<file path="src/rtl/pipelined_addsub_if.sv">
// -----------------------------------------------------------------------------
// pipelined_addsub_if
//
// Purpose:
//   Groups the operand-side and result-side valid/ready channels of the
//   pipelined adder/subtractor into one bundle.
//
// Signals:
//   in_valid   operands and mode are valid this cycle        (source -> block)
//   in_ready   block accepts the input this cycle            (block -> source)
//   in_a       operand A, WIDTH bits                         (source -> block)
//   in_b       operand B, WIDTH bits                         (source -> block)
//   in_sub     0 = A+B, 1 = A-B                              (source -> block)
//   out_valid  result is valid this cycle                    (block -> sink)
//   out_ready  downstream accepts the result                 (sink  -> block)
//   out_sum    result modulo 2^WIDTH                         (block -> sink)
//   out_cout   unsigned carry-out (subtract: 1 = no borrow)  (block -> sink)
//   out_ovf    signed two's-complement overflow              (block -> sink)
//   out_zero   out_sum == 0                                  (block -> sink)
//
// Modports:
//   master  the environment side: drives operands and out_ready.
//   slave   the arithmetic block side: drives in_ready and the result.
// -----------------------------------------------------------------------------
interface pipelined_addsub_if #(
    parameter int WIDTH = 32
);
    logic             in_valid;
    logic             in_ready;
    logic [WIDTH-1:0] in_a;
    logic [WIDTH-1:0] in_b;
    logic             in_sub;

    logic             out_valid;
    logic             out_ready;
    logic [WIDTH-1:0] out_sum;
    logic             out_cout;
    logic             out_ovf;
    logic             out_zero;

    modport master (
        output in_valid,
        output in_a,
        output in_b,
        output in_sub,
        output out_ready,
        input  in_ready,
        input  out_valid,
        input  out_sum,
        input  out_cout,
        input  out_ovf,
        input  out_zero
    );

    modport slave (
        input  in_valid,
        input  in_a,
        input  in_b,
        input  in_sub,
        input  out_ready,
        output in_ready,
        output out_valid,
        output out_sum,
        output out_cout,
        output out_ovf,
        output out_zero
    );
endinterface : pipelined_addsub_if

</file>
<file path="src/rtl/pipelined_addsub.sv">
// -----------------------------------------------------------------------------
// pipelined_addsub
//
// Purpose:
//   WIDTH-bit adder/subtractor split into STAGES chunks of CW = WIDTH/STAGES
//   bits. Each pipeline stage adds one chunk and registers the carry into the
//   next stage. The whole pipe advances together and freezes together when the
//   result at the output is not taken (global stall), so results leave in
//   acceptance order with no drops or duplicates.
//
// Ports:
//   clk   single clock, all state updates on the rising edge
//   rst   synchronous, active-high reset; clears every stage and the outputs
//   bus   pipelined_addsub_if.slave:
//           in_valid/in_ready/in_a/in_b/in_sub    operand channel
//           out_valid/out_ready                   result channel handshake
//           out_sum/out_cout/out_ovf/out_zero     result and flags
//
// Timing:
//   An operation accepted at edge N is visible with out_valid high after
//   edge N+STAGES-1. Stage k register holds the operation after chunk k has
//   been computed; the last stage register is the output register.
// -----------------------------------------------------------------------------
module pipelined_addsub #(
    parameter int WIDTH  = 32,
    parameter int STAGES = 4
) (
    input  logic              clk,
    input  logic              rst,
    pipelined_addsub_if.slave bus
);

    localparam int CW   = WIDTH / STAGES;
    localparam int LAST = STAGES - 1;

    if (STAGES < 1 || (WIDTH % STAGES) != 0) begin : g_bad_params
        $error("pipelined_addsub: WIDTH must be a positive multiple of STAGES");
    end

    // -------------------------------------------------------------------------
    // Stage state. Entry k is the register at the output of stage k.
    //   a_q/b_q  operands travelling with the operation (b already inverted
    //            for subtract); chunks above k are still to be consumed
    //   s_q      partial sum; chunks 0..k are final
    //   c_q      carry out of chunk k, i.e. carry into chunk k+1
    // -------------------------------------------------------------------------
    logic             vld_q [STAGES];
    logic [WIDTH-1:0] a_q   [STAGES];
    logic [WIDTH-1:0] b_q   [STAGES];
    logic [WIDTH-1:0] s_q   [STAGES];
    logic             c_q   [STAGES];
    logic             ovf_q;

    logic             vld_d [STAGES];
    logic [WIDTH-1:0] a_d   [STAGES];
    logic [WIDTH-1:0] b_d   [STAGES];
    logic [WIDTH-1:0] s_d   [STAGES];
    logic             c_d   [STAGES];
    logic             ovf_d;

    logic             stall;

    // The pipe moves as one unit: it only freezes when the output holds a
    // result that the sink refuses. A bubble at the output never blocks.
    assign stall        = vld_q[LAST] && !bus.out_ready;
    assign bus.in_ready = !stall;

    // -------------------------------------------------------------------------
    // Per-stage chunk adder
    // -------------------------------------------------------------------------
    for (genvar k = 0; k < STAGES; k++) begin : g_stage
        logic [WIDTH-1:0] s_prev;
        logic             carry_in;
        logic [CW:0]      chunk;
        logic [WIDTH-1:0] s_ins;

        if (k == 0) begin : g_head
            // Subtract is A + ~B + 1: invert B once here and feed the +1 in
            // as the carry into chunk 0. The inverted B then travels with the
            // operation so later stages do not need to know the mode.
            assign vld_d[k]  = bus.in_valid;
            assign a_d[k]    = bus.in_a;
            assign b_d[k]    = bus.in_sub ? ~bus.in_b : bus.in_b;
            assign s_prev    = '0;
            assign carry_in  = bus.in_sub;
        end else begin : g_body
            assign vld_d[k]  = vld_q[k-1];
            assign a_d[k]    = a_q[k-1];
            assign b_d[k]    = b_q[k-1];
            assign s_prev    = s_q[k-1];
            assign carry_in  = c_q[k-1];
        end

        assign chunk = {1'b0, a_d[k][k*CW +: CW]}
                     + {1'b0, b_d[k][k*CW +: CW]}
                     + {{CW{1'b0}}, carry_in};

        // NOTE: every variable written in always_comb gets a full default
        // before any partial update; otherwise the untouched bits would have
        // to remember their old value and a latch would be inferred.
        always_comb begin
            s_ins                = s_prev;
            s_ins[k*CW +: CW]    = chunk[CW-1:0];
        end

        assign s_d[k] = s_ins;
        assign c_d[k] = chunk[CW];
    end : g_stage

    // Signed overflow: both addends share a sign and the result sign differs.
    // This equals carry-into-MSB XOR carry-out-of-MSB. b_d is the possibly
    // inverted B, so the same rule covers subtract.
    assign ovf_d = (a_d[LAST][WIDTH-1] == b_d[LAST][WIDTH-1])
                && (s_d[LAST][WIDTH-1] != a_d[LAST][WIDTH-1]);

    // -------------------------------------------------------------------------
    // Pipeline registers
    // -------------------------------------------------------------------------
    // NOTE: sequential state is written with non-blocking assignments so that
    // every stage samples its predecessor's value from before the edge; with
    // blocking assignments an operation would shoot through several stages.
    always_ff @(posedge clk) begin
        if (rst) begin
            // NOTE: the data registers are cleared along with the valid bits
            // because the result and flags must read 0 straight after reset,
            // not just be marked invalid.
            for (int k = 0; k < STAGES; k++) begin
                vld_q[k] <= 1'b0;
                a_q[k]   <= '0;
                b_q[k]   <= '0;
                s_q[k]   <= '0;
                c_q[k]   <= 1'b0;
            end
            ovf_q <= 1'b0;
        end else if (!stall) begin
            for (int k = 0; k < STAGES; k++) begin
                vld_q[k] <= vld_d[k];
                a_q[k]   <= a_d[k];
                b_q[k]   <= b_d[k];
                s_q[k]   <= s_d[k];
                c_q[k]   <= c_d[k];
            end
            ovf_q <= ovf_d;
        end
    end

    // -------------------------------------------------------------------------
    // Outputs, all taken from the last stage register
    // -------------------------------------------------------------------------
    assign bus.out_valid = vld_q[LAST];
    assign bus.out_sum   = s_q[LAST];
    assign bus.out_cout  = c_q[LAST];
    assign bus.out_ovf   = ovf_q;
    // Qualified with valid so the flag reads 0 after reset even though the
    // cleared sum register is itself zero.
    assign bus.out_zero  = vld_q[LAST] && (s_q[LAST] == '0);

endmodule : pipelined_addsub

</file>
<file path="src/flat_wrapper.sv">
// flat-port wrapper written by rule: the top's interface ports become plain ports
module pipelined_addsub_flat 
#(
    parameter int WIDTH  = 32,
    parameter int STAGES = 4
)
  (clk, rst, bus_in_valid, bus_in_a, bus_in_b, bus_in_sub, bus_out_ready, bus_in_ready, bus_out_valid, bus_out_sum, bus_out_cout, bus_out_ovf, bus_out_zero);
  pipelined_addsub_if #(.WIDTH(WIDTH)) bus_i ();
  input  logic clk;
  input  logic rst;
  input wire logic [$bits(bus_i.in_valid)-1:0] bus_in_valid;
  input wire logic [$bits(bus_i.in_a)-1:0] bus_in_a;
  input wire logic [$bits(bus_i.in_b)-1:0] bus_in_b;
  input wire logic [$bits(bus_i.in_sub)-1:0] bus_in_sub;
  input wire logic [$bits(bus_i.out_ready)-1:0] bus_out_ready;
  output wire logic [$bits(bus_i.in_ready)-1:0] bus_in_ready;
  output wire logic [$bits(bus_i.out_valid)-1:0] bus_out_valid;
  output wire logic [$bits(bus_i.out_sum)-1:0] bus_out_sum;
  output wire logic [$bits(bus_i.out_cout)-1:0] bus_out_cout;
  output wire logic [$bits(bus_i.out_ovf)-1:0] bus_out_ovf;
  output wire logic [$bits(bus_i.out_zero)-1:0] bus_out_zero;
  assign bus_i.in_valid = bus_in_valid;
  assign bus_i.in_a = bus_in_a;
  assign bus_i.in_b = bus_in_b;
  assign bus_i.in_sub = bus_in_sub;
  assign bus_i.out_ready = bus_out_ready;
  assign bus_in_ready = bus_i.in_ready;
  assign bus_out_valid = bus_i.out_valid;
  assign bus_out_sum = bus_i.out_sum;
  assign bus_out_cout = bus_i.out_cout;
  assign bus_out_ovf = bus_i.out_ovf;
  assign bus_out_zero = bus_i.out_zero;
  pipelined_addsub #(.WIDTH(WIDTH), .STAGES(STAGES)) u_core (.clk(clk), .rst(rst), .bus(bus_i));
endmodule
</file>
<file path="config.mk">
export PLATFORM = sky130hd
export DESIGN_NAME = pipelined_addsub_flat
export DESIGN_NICKNAME = d
export VERILOG_FILES = /design/src/rtl/pipelined_addsub_if.sv /design/src/rtl/pipelined_addsub.sv /design/src/flat_wrapper.sv
export SDC_FILE = /design/constraint.sdc
export NUM_CORES = 1
export LEC_CHECK = 0
export BUFFER_PORTS_ARGS = -buffer_cell sky130_fd_sc_hd__buf_2
export CAP_MARGIN = 25
export CORE_MARGIN = 4
export CORE_UTILIZATION = 45
export DETAILED_ROUTE_END_ITERATION = 8
export PLACE_DENSITY = 0.66
export SYNTH_ARGS = -nofsm -noshare
export SYNTH_HDL_FRONTEND = slang
export SYNTH_SLANG_ARGS = --single-unit
</file>
<file path="constraint.sdc">
create_clock -name clk -period 9.4 [get_ports clk]
set_clock_uncertainty 0.15 [all_clocks]
set_input_delay 1.88 -clock clk [delete_from_list [all_inputs] [get_ports clk]]
set_output_delay 1.88 -clock clk [all_outputs]
set_load 0.005 [all_outputs]
</file>
==> results of run 1 <==
==> layout make-up <==
class	count	area (um^2)
clock buffer	17	425
clock inverter	15	200
fill	1497	8360
inverter	22	82.6
multi-input combinational	372	2650
sequential	185	5550
tap	229	287
timing repair buffer	110	596
==> cell usage in the layout (no fill, tap or decap), drive strengths merged, types with 12 or more instances in the layout <==
cell type  Yosys  layout
edfxtp       184     184
and2         127     127
buf           12     110
nor2          57      57
ha            28      28
xnor2         27      27
inv           22      24
clkbuf        12      17
o21ai         15      15
xor2          13      13
nor3          12      12
==> kinds of logic after synthesis <==
kind of cell,share of synthesized area
and+or+nand+nor,0.157
AOI/OAI and AO/OA,0.0532
buffers and inverters,0.0232
muxes,0.00403
DFF,0.662
adders and majority gates,0.0586
xor gates and xnor gates,0.0418
==> per-layer routing <==
layer	up-vias	wire length, um	GRT usage
li1	2339	-	-
met1	2159	6510	0.184
met2	122	6350	0.201
met3	18	615	0.0327
met4	0	218	0.0476
met5	-	0	0
==> worst max-delay path by stage <==
| stage | endpoint | slack [ns] | cells past startpoint |
|---|---|---|---|
| after detailed placement | u_core.s_q[0][6]$_SDFFCE_PN0P_ | 4.80 | 9 |
| final | bus_in_ready | 4.95 | 4 |
| after global routing | bus_in_ready | 4.91 | 4 |
| after floorplan | u_core.a_q[0][10]$_SDFFCE_PN0P_ | 2.37 | 1 |
| after CTS | bus_in_ready | 4.96 | 4 |
| after global placement | u_core.s_q[0][6]$_SDFFCE_PN0P_ | 4.94 | 9 |
==> power breakdown <==
part	switching, mW	internal [mW]	total, mW	leakage, nW
registers	0.0178	0.971	0.989	2.19
logic	0.0860	0.0789	0.165	1.68
clock network	0.297	0.446	0.743	0.299
total	0.401	1.50	1.90	4.18
==> registers in the layout, summed over array words and instances, names as in the netlist <==
register and count:
u_core.s_q 80, u_core.a_q 48, u_core.b_q 48, u_core.c_q 4, u_core.vld_q 4, u_core.bus.out_ovf 1
==> impl_metrics.env, run 1 <==
export IMPL_ant_nets=0
export IMPL_io_buffers=105
export IMPL_setup_viol=0
export IMPL_setup_ws_ns=4.95
export IMPL_hold_end="u_core.s_q[0][38]$_SDFFCE_PN0P_"
export IMPL_critPathSlowestCell="nor2b_4"
export IMPL_ys_flop_type="edfxtp_1"
export IMPL_yosys_top_cells_count="edfxtp_1 (184), and2_1 (127), nor2_1 (57)"
export IMPL_crit_fanout=8
export IMPL_h_tree_depth=4
export IMPL_antenna_found_initial=0
export IMPL_fin_tns_setup_ns=0
export IMPL_vias=4638
export IMPL_hold_buffers=0
export IMPL_cts_tree="built"
export IMPL_r2r_end="u_core.c_q[0][3]$_DFFE_PP_"
export IMPL_finalNetCount=812
export IMPL_final_core_util=0.539
export IMPL_period_needed_ns=4.45
export IMPL_core_um2=18100
export IMPL_fin_area_um2=9790
export IMPL_clk_insertion_delay_late_ns=0.42
export IMPL_drive_above_1_share=0.215
export IMPL_antennaDiodeCount=0
export IMPL_yosysTopAreaCellShare=0.660
export IMPL_drt_iter0_markers=326
export IMPL_tightest_slew_ns=0.969
export IMPL_final_hold_viol_count=0
export IMPL_cts_buffers=17
export IMPL_cts_root_buf="clkbuf_16"
export IMPL_syn2layout_area_growth_pct=16.9
export IMPL_grt_pass1_vias=4573
export IMPL_ctsResizeCount=0
export IMPL_synth_area_leaders="edfxtp_1 (66%), and2_1 (9.5%), ha_1 (4.2%)"
export IMPL_grt_pass1_wl_mm=21.6
export IMPL_grt_max_degree=130
export IMPL_path_clk_slew_ns=0.07
export IMPL_synth_edf_count=184
export IMPL_firstDrtPassIters=4
export IMPL_crit_required_ns=7.37
export IMPL_setup_worst_path_start="bus_out_ready"
export IMPL_cp_top_family="buffers and inverters"
export IMPL_crit_path_max_incr_delay_ns=0.24
export IMPL_die_area_um2=20900
export IMPL_finalCritPeriodShare=0.473
export IMPL_wl_per_cell_um=14.4
export IMPL_grt_use_total=0.132
export IMPL_yosysSeqAreaShare=0.662
export IMPL_cp_start_kind="primary input"
export IMPL_ir_drop_mv=0.121
export IMPL_synth_top_cell_by_area="edfxtp_1"
export IMPL_yosys_warnings=0
export IMPL_rsz0062_at_grt="no"
export IMPL_dp_hpwl_mm=8.98
export IMPL_crit_arrival_ns=2.42
export IMPL_cts_setup_buffers=0
export IMPL_clockBufferDepth=2
export IMPL_die_x_um=144
export IMPL_leakagePower_nw=4.18
export IMPL_critPathBufInv=3
export IMPL_start_util=0.462
export IMPL_path_class="primary input to primary output"
export IMPL_postPlaceCellArea_um2=9110
export IMPL_async_reset_ff_frac=0
export IMPL_r2r_slack_ns=6.91
export IMPL_place_inst=916
export IMPL_layoutNonFillerInstCount=950
export IMPL_reg2reg_depth=8
export IMPL_syn_area_um2=8380
export IMPL_syn_instance_count=603
export IMPL_endpoint_kind="primary output"
export IMPL_fmax_mhz=225
export IMPL_min_path_cells=1
export IMPL_slew_violations=0
export IMPL_power_mw=1.90
export IMPL_hp_start="u_core.s_q[0][6]$_SDFFCE_PN0P_"
export IMPL_drt_wl_total_mm=13.7
export IMPL_clock_sinks=185
export IMPL_place_ws_ns=4.80
export IMPL_p_per_area_nw_per_um2=194
export IMPL_yosysUniqueCellTypes=43
export IMPL_num_io_pins=106
export IMPL_overflow=0
export IMPL_maxCapViolCount=0
export IMPL_viasPerCell=4.88
export IMPL_gp_congestion=0.778
export IMPL_path_common_cell="buf_2"
export IMPL_rows=49
export IMPL_synth_seq_cells=185
export IMPL_syn_avg_cell_area_um2=13.9
export IMPL_crit_chain="buf_2 -> nor2b_4 -> inv_1 -> buf_2"
export IMPL_drc=0
export IMPL_syn_nets=707
export IMPL_min_path_type="flip-flop to flip-flop"
export IMPL_fp_dieH_um=144
export IMPL_r2r_start="u_core.c_q[0][2]$_SDFFCE_PN0P_"
export IMPL_max_slew_margin=0.354
export IMPL_synth_most_common_cell="edfxtp_1"
export IMPL_status="finished, final reports clean"
export IMPL_hold_worst_slack_ns=0.365
Note: power is estimated with default switching activity, not from simulation.
==> run 2, diff against run 1 <==
- PLACE_DENSITY: 0.66 -> 0.68
- clock period: 9.4 -> 3.55 ns (I/O delays scaled with it)
==> impl_metrics.env, run 2 (synthesis gave the netlist of run 1 again) <==
export IMPL_cp_start_kind="flip-flop"
export IMPL_gp_congestion=0.811
export IMPL_clockBufferDepth=2
export IMPL_rows=49
export IMPL_drt_wl_total_mm=13.2
export IMPL_viasPerCell=4.84
export IMPL_wl_met1_mm=6.29
export IMPL_layoutNonFillerInstCount=954
export IMPL_rsz0062_at_grt="no"
export IMPL_postPlaceCellArea_um2=9200
export IMPL_path_class="flip-flop to primary output"
export IMPL_ctsResizeCount=0
export IMPL_hold_worst_slack_ns=0.367
export IMPL_period_needed_ns=2.56
export IMPL_slew_violations=0
export IMPL_top_layer_used="met4"
export IMPL_final_common_cell="edfxtp_1"
export IMPL_grt_pass1_vias=4635
export IMPL_vias=4622
export IMPL_fin_area_um2=9860
export IMPL_clock_sinks=185
export IMPL_dr_wl_met2_mm=6.11
export IMPL_h_tree_depth=4
export IMPL_tightest_slew_ns=0.773
export IMPL_grt_pass1_wl_mm=21.8
export IMPL_dp_hpwl_mm=9.35
export IMPL_grt_use_total=0.131
export IMPL_num_io_pins=106
export IMPL_max_slew_margin=0.485
export IMPL_regMostFlops="u_core.s_q"
export IMPL_crit_arrival_ns=1.70
export IMPL_die_x_um=144
export IMPL_place_inst=922
export IMPL_wl_per_cell_um=13.8
export IMPL_endpoint_kind="primary output"
export IMPL_io_buffers=105
export IMPL_drive_above_1_share=0.222
export IMPL_syn2layout_area_growth_pct=17.8
export IMPL_largest_reg_flops=80
export IMPL_drc=0
export IMPL_die_area_um2=20900
export IMPL_hold_buffers=0
export IMPL_min_path_type="flip-flop to flip-flop"
export IMPL_ir_drop_mv=0.294
export IMPL_path_clk_slew_ns=0.07
export IMPL_layout_common_cells="edfxtp_1 (184), and2_1 (127), buf_2 (105)"
export IMPL_fin_tns_setup_ns=0
export IMPL_finalNetCount=816
export IMPL_antennaDiodeCount=0
export IMPL_cts_setup_buffers=0
export IMPL_maxCapViolCount=0
export IMPL_overflow=0
export IMPL_cts_tree="built"
export IMPL_firstDrtPassIters=4
export IMPL_crit_required_ns=2.69
export IMPL_top_regs="u_core.s_q (80), u_core.a_q (48), u_core.b_q (48)"
export IMPL_finalCritPeriodShare=0.721
export IMPL_final_hold_viol_count=0
export IMPL_status="finished, final reports clean"
export IMPL_drt_iter0_markers=189
export IMPL_grt_max_degree=130
export IMPL_antenna_found_initial=0
export IMPL_fp_dieH_um=144
export IMPL_wl_met3_um=625
export IMPL_cts_buffers=17
export IMPL_fmax_mhz=391
export IMPL_setup_viol=0
export IMPL_leakagePower_nw=4.22
export IMPL_clk_insertion_delay_late_ns=0.42
export IMPL_core_um2=18100
export IMPL_cts_root_buf="clkbuf_16"
export IMPL_p_per_area_nw_per_um2=520
export IMPL_start_util=0.462
export IMPL_crit_fanout=2
export IMPL_ant_nets=0
==> run 2: cell count changes in the layout (fill, tap and decap cells not counted) <==
cell,change
clkinvlp_4,-1
buf_4,+3
buf_12,+2
bufinv_16,+1
clkinv_4,-1
clkinv_1,-2
clkbuf_8,+2
inv_6,+1
buf_16,-1
==> run 2: final timing paths <==
check | startpoint | endpoint | slack (ns) | depth (start not counted)
max | u_core.s_q[0][122]$_SDFFCE_PN0P_ | bus_out_zero | 0.99 | 4
min | u_core.a_q[0][20]$_SDFFCE_PN0P_ | u_core.a_q[0][52]$_SDFFCE_PN0P_ | 0.37 | 1
max reg2reg | u_core.c_q[0][2]$_SDFFCE_PN0P_ | u_core.c_q[0][3]$_DFFE_PP_ | 1.11 | 8
min reg2reg | u_core.a_q[0][20]$_SDFFCE_PN0P_ | u_core.a_q[0][52]$_SDFFCE_PN0P_ | 0.37 | 1
==> run 2: power breakdown <==
group | switching (mW) | leakage [nW] | internal [mW]
clock network | 0.781 | 0.325 | 1.30
logic | 0.223 | 1.71 | 0.211
registers | 0.0480 | 2.19 | 2.57
==> run 2: worst max-delay path: stages (launching register included) <==
cell and delay (ns):
edfxtp_1 0.39, nor4_1 0.41, nand4_1 0.14, nor3_1 0.20, buf_2 0.14
==> run 2: layout make-up <==
type | count | area [um^2]
inverters | 22 | 82.6
clock buffers | 19 | 453
multi-input cells | 372 | 2650
repair buffers | 114 | 631
flip-flops and latches | 185 | 5550
fillers | 1465 | 8280
well taps | 229 | 287
clock inverters | 13 | 215
==> run 2: per-layer routing <==
layer  vias to the layer above  GRT usage
met4                         0     0.0457
met2                       111      0.202
met1                      2144      0.182
met5                         -          0
met3                        17     0.0347
li1                       2350          -
==> run 2: through the flow <==
step	power [mW]	setup slack [ns]	utilization
after global placement	3.09	0.854	0.507
after CTS	5.18	0.952	0.544
after detailed placement	3.11	0.710	0.507
after global routing	5.35	0.783	0.544
after floorplan	2.96	0.824	-
final	5.13	0.992	0.544
